<file path="src/rtl/lenet_sequencer.sv">
// LeNet run scheduler: arm, go pulse, busy tracking, result latch, timeout.
// Optional LENET_SEQ_VOTE_EN: 2-deep history vote on result digits.
module lenet_sequencer #(
  parameter int GO_PULSE_LEN  = 4,
  parameter int START_TIMEOUT = 64,
  parameter int RUN_TIMEOUT   = 2_000_000,
  parameter int CNT_W         = 16
) (
  input  logic             clk,
  input  logic             rst_n,
  input  logic             enable,
  input  logic             data_ready,
  input  logic             lenet_ready,
  input  logic [3:0]       lenet_digit,
  input  logic             err_clr,
  output logic             lenet_go,
  output logic             buf_lock,
  output logic             busy,
  output logic [3:0]       digit,
  output logic             digit_valid,
  output logic             err_timeout,
  output logic [CNT_W-1:0] infer_cnt,
  output logic [CNT_W-1:0] drop_cnt
);

  localparam int TA = (GO_PULSE_LEN > START_TIMEOUT) ? GO_PULSE_LEN : START_TIMEOUT;
  localparam int TMAX = (TA > RUN_TIMEOUT) ? TA : RUN_TIMEOUT;
  localparam int TW = $clog2(TMAX + 1);

  localparam logic [TW-1:0] GO_LAST  = TW'(GO_PULSE_LEN - 1);
  localparam logic [TW-1:0] ST_LAST  = TW'(START_TIMEOUT - 1);
  localparam logic [TW-1:0] RUN_LAST = TW'(RUN_TIMEOUT - 1);

  typedef enum logic [2:0] {
    S_IDLE,
    S_ARM,
    S_GO,
    S_WAIT,
    S_RUN,
    S_ERR
  } state_t;

  state_t        state, state_n;
  logic [TW-1:0] timer, timer_n;
  logic          dr_q;
  logic          dr_edge;
  logic          done;
  logic          to_err;
  logic          drop_st;
  logic [3:0]    digit_sel;

  assign dr_edge  = data_ready & ~dr_q;
  assign lenet_go = (state == S_GO);
  assign busy     = (state == S_GO) || (state == S_WAIT) || (state == S_RUN);
  assign buf_lock = busy;
  assign drop_st  = busy || (state == S_ERR);

  always_comb begin
    state_n = state;
    timer_n = timer + TW'(1);
    done    = 1'b0;
    to_err  = 1'b0;
    unique case (state)
      S_IDLE: begin
        timer_n = '0;
        if (enable) state_n = S_ARM;
      end
      S_ARM: begin
        timer_n = '0;
        // a frame edge in ARM always starts a run
        if (dr_edge) state_n = S_GO;
        else if (!enable) state_n = S_IDLE;
      end
      S_GO: begin
        if (timer == GO_LAST) begin
          state_n = S_WAIT;
          timer_n = '0;
        end
      end
      S_WAIT: begin
        if (!lenet_ready) begin
          state_n = S_RUN;
          timer_n = '0;
        end else if (timer == ST_LAST) begin
          state_n = S_ERR;
          to_err  = 1'b1;
        end
      end
      S_RUN: begin
        if (lenet_ready) begin
          done    = 1'b1;
          state_n = enable ? S_ARM : S_IDLE;
        end else if (timer == RUN_LAST) begin
          state_n = S_ERR;
          to_err  = 1'b1;
        end
      end
      S_ERR: begin
        timer_n = '0;
        if (err_clr) state_n = S_IDLE;
      end
      default: begin
        state_n = S_IDLE;
        timer_n = '0;
      end
    endcase
  end

  always_ff @(posedge clk) begin
    if (!rst_n) begin
      state       <= S_IDLE;
      timer       <= '0;
      dr_q        <= 1'b0;
      digit       <= '0;
      digit_valid <= 1'b0;
      err_timeout <= 1'b0;
      infer_cnt   <= '0;
      drop_cnt    <= '0;
    end else begin
      state       <= state_n;
      timer       <= timer_n;
      dr_q        <= data_ready;
      digit_valid <= done;
      if (done) begin
        digit     <= digit_sel;
        infer_cnt <= infer_cnt + CNT_W'(1);
      end
      if (to_err) err_timeout <= 1'b1;
      else if (err_clr) err_timeout <= 1'b0;
      if (dr_edge && drop_st && (drop_cnt != '1))
        drop_cnt <= drop_cnt + CNT_W'(1);
    end
  end

`ifdef LENET_SEQ_VOTE_EN
  logic [3:0] h0, h1;
  logic       v0, v1;

  always_comb begin
    digit_sel = lenet_digit;
    if ((v0 && lenet_digit == h0) || (v1 && lenet_digit == h1))
      digit_sel = lenet_digit;
    else if (v0 && v1 && h0 == h1)
      digit_sel = h0;
  end

  // history keeps raw results, not voted ones
  always_ff @(posedge clk) begin
    if (!rst_n) begin
      h0 <= '0;
      h1 <= '0;
      v0 <= 1'b0;
      v1 <= 1'b0;
    end else if (done) begin
      h1 <= h0;
      h0 <= lenet_digit;
      v1 <= v0;
      v0 <= 1'b1;
    end
  end
`else
  assign digit_sel = lenet_digit;
`endif

endmodule
</file>
<file path="config.mk">
export PLATFORM = sky130hd
export DESIGN_NAME = lenet_sequencer
export DESIGN_NICKNAME = d
export VERILOG_FILES = /design/src/rtl/lenet_sequencer.sv
export SDC_FILE = /design/constraint.sdc
export NUM_CORES = 1
export LEC_CHECK = 0
export CORE_MARGIN = 2
export CORE_UTILIZATION = 40
export CTS_BUF_LIST = sky130_fd_sc_hd__clkbuf_8
export DETAILED_ROUTE_END_ITERATION = 8
export HOLD_SLACK_MARGIN = 0.02
export PLACE_DENSITY_LB_ADDON = 0.08
export SETUP_SLACK_MARGIN = 0.2
export SYNTH_ARGS = -nofsm -noshare
export SYNTH_HDL_FRONTEND = slang
export SYNTH_SLANG_ARGS = --single-unit
</file>
<file path="constraint.sdc">
create_clock -name clk -period 2.9 [get_ports clk]
set_input_delay 0.29 -clock clk [delete_from_list [all_inputs] [get_ports clk]]
set_output_delay 0.29 -clock clk [all_outputs]
set_load 0.02 [all_outputs]
</file>
==> flow_summary.json <==
{
  "ant_nets": 0,
  "hold_end": "timer[0]",
  "switching_share": 0.251,
  "tns_ns": 0,
  "clock-sinks": 63,
  "rr_startpoint": "timer[7]",
  "grt_antenna_before_repair": 0,
  "first_global_vias": 2348,
  "drt-initial-drc-count": 85,
  "critPathMaxStageDelay_ns": 0.60,
  "rows": 31,
  "clk_pin_slew_worst_paths_ns": 0.07,
  "syn_area_um2": 2980,
  "rr_worst_depth": 5,
  "ys_seq_area_frac": 0.424,
  "holdWs_ns": 0.494,
  "ys.warnings.count": 0,
  "slew_headroom": 0.636,
  "cp_cell_sequence": "or3b_2 -> nand2_1 -> clkdlybuf4s50_1",
  "p_seq_frac": 0.546,
  "clk_latency_ns": 0.34,
  "grt_max_degree": 23,
  "crit_slowest_cell": "clkdlybuf4s50_1",
  "mostFrequentLayoutCell": "dfxtp_1",
  "htree_levels": 3,
  "ir_drop_v": 0.000227,
  "numCtsBuffers": 9,
  "setup_viol": 0,
  "cts_hold_buf": 0,
  "cts_resized": 0,
  "ys_types": 46,
  "ioPinCount": 51,
  "most-common-layout-cells": "dfxtp_1, nor2_1, clkdlybuf4s50_1",
  "placed_area_um2": 3560,
  "worstPathMaxFanout": 11,
  "dpl.hpwl_mm": 4.30,
  "core_area_um2": 7210,
  "cts_setup_buffers": 0,
  "switchingPower_uw": 410,
  "crit_family": "simple AND/OR/NAND/NOR gates",
  "cap_violations": 0,
  "final_nets": 411,
  "drtPass1Iterations": 4,
  "worst_ep_required_time_ns": 2.61,
  "grt_overflow": 0,
  "period_minus_slack_ns": 2.36,
  "grt_pass1_wl_mm": 10.5,
  "status": "finished, final reports clean",
  "place_congestion": 0.831,
  "cts.path.max_buffers": 2,
  "pwr-share-clk": 0.392,
  "fin_worst_skew_ns": 0.0133,
  "worst-setup-path-type": "reg2out",
  "cts_tree": "done",
  "num_vias": 2532,
  "routed_via_density": 5.05,
  "finalMaxSlewViolations": 0,
  "antenna_cells": 0,
  "initial_core_util": 0.413,
  "crit_arrival_ns": 2.07,
  "routed_wl_mm": 6.13,
  "hold_viol": 0,
  "power.total_uw": 1630,
  "fp.dieH_um": 90.3,
  "synthToLayoutAreaGrowth_pct": 25.2,
  "leakage_uw": 0.00123,
  "min_from": "timer[0]",
  "rsz0062_at_grt": "false",
  "track_usage": 0.155,
  "tightest_slew_ns": 0.544,
  "synthesis.nets": 359,
  "avgSynthCellArea_um2": 8.63,
  "p_per_area_nw_per_um2": 439,
  "fin_util": 0.517,
  "timing.fmax_ghz": 0.424,
  "critPathCaptureType": "primary output",
  "min_period_over_period": 0.813,
  "clock-root-buffer": "clkbuf_8",
  "hold_class": "reg2reg",
  "route.detailed.drc": 0,
  "p_int_uw": 1220,
  "ff2ff_setup_slack_ns": 0.90,
  "critical_path_buf_inv_count": 1,
  "regToRegEndpoint": "state[0]",
  "fin_area_um2": 3730,
  "dieWidth_um": 90.3,
  "syn_inst": 345,
  "min_path_cells": 1,
  "wire_per_inst_um": 12.2,
  "cp-start-kind": "flop",
  "combPwrFrac": 0.062,
  "portBuffers": 50,
  "ys_seq_elements": 63,
  "drive_gt1_frac": 0.0697,
  "die_area_um2": 8150
}
## power by group through the flow
stage,registers (uW),logic (uW),clock network (uW)
2_1_floorplan,899,81.9,0
3_3_place_gp,912,101,0
3_5_place_dp,911,101,0
4_1_cts,891,102,669
5_1_grt,894,112,706
6_report,892,101,642
## cells by family after synthesis
family,synth area share
fa+ha+maj,0.0168
simple gates,0.303
compound gates,0.0757
xor+xnor,0.127
buf+inv,0.0340
flops,0.424
mux,0.0202
## Yosys cell counts, drive strengths merged
cell type	count	share of area
o31a	1	0.0034
and4	10	0.030
o21a	2	0.0050
clkinv	1	0.0013
o31ai	2	0.0050
nor2	59	0.074
a21boi	2	0.0050
nor4	9	0.023
nand2b	5	0.011
a22o	1	0.0029
xnor2	27	0.079
a211oi	3	0.0076
nor2b	1	0.0021
nor3	11	0.018
a21oi	11	0.018
or3	6	0.013
nor3b	3	0.0076
or3b	1	0.0029
nand3	17	0.029
a211o	1	0.0029
dfxtp	63	0.42
and2	2	0.0042
o311ai	1	0.0029
o22ai	1	0.0021
nand4	13	0.029
inv	4	0.0050
mux2i	6	0.020
nand2	30	0.038
nand3b	1	0.0025
xor2	16	0.047
and3	4	0.0084
o21ai	7	0.012
buf	8	0.020
or4	2	0.0063
and4bb	1	0.0042
o41ai	1	0.0029
clkbuf	6	0.0076
ha	4	0.017
o32ai	1	0.0029
a21o	1	0.0025
## per-stage QoR
| stage | setup slack (ns) | instances |
|---|---|---|
| CTS | 0.528 | 501 |
| finish | 0.542 | 501 |
| global placement | 0.752 | 485 |
| floorplan | 0.918 | 345 |
| global route | 0.409 | 501 |
| detailed placement | 0.716 | 485 |
## worst register-to-register path: cells and delay by family (launching register included)
| kind | cells | cell delay (ns) |
|---|---|---|
| AO/OA/AOI/OAI | 2 | 0.47 |
| flip-flops | 1 | 0.36 |
| AND/OR/NAND/NOR | 3 | 1.11 |
## routing by layer
metal,global-route usage,vias up,wire (um)
met2,0.236,56,2610
li1,-,1307,-
met4,0.0526,0,74
met3,0.0584,8,305
met1,0.204,1161,3140
met5,0,-,0
## worst max-delay path by stage
stage / slack [ns] / cells after the start / from / end
6_report: 0.54 / 3 / state[2] / busy
5_1_grt: 0.41 / 3 / state[2] / busy
4_1_cts: 0.53 / 3 / state[2] / busy
3_5_place_dp: 0.72 / 6 / lenet_ready / infer_cnt[15]
3_3_place_gp: 0.75 / 6 / lenet_ready / infer_cnt[15]
2_1_floorplan: 0.92 / 7 / drop_cnt[0] / drop_cnt[2]
## flip-flops by register name, indices dropped and copies added (netlist names)
register and cells:
digit_valid 1, timer 21, infer_cnt 16, drop_cnt 16, err_timeout 1, state 3
dr_q 1, digit 4
## layout make-up
| class | count | area, um2 |
|---|---|---|
| clock buffer | 9 | 124 |
| clock inverter | 7 | 42.5 |
| fill | 710 | 3490 |
| inverter | 5 | 18.8 |
| multi-input combinational | 263 | 1620 |
| sequential | 63 | 1260 |
| tap | 99 | 124 |
| timing repair buffer | 55 | 538 |
Power figures use the tool's default switching activity.
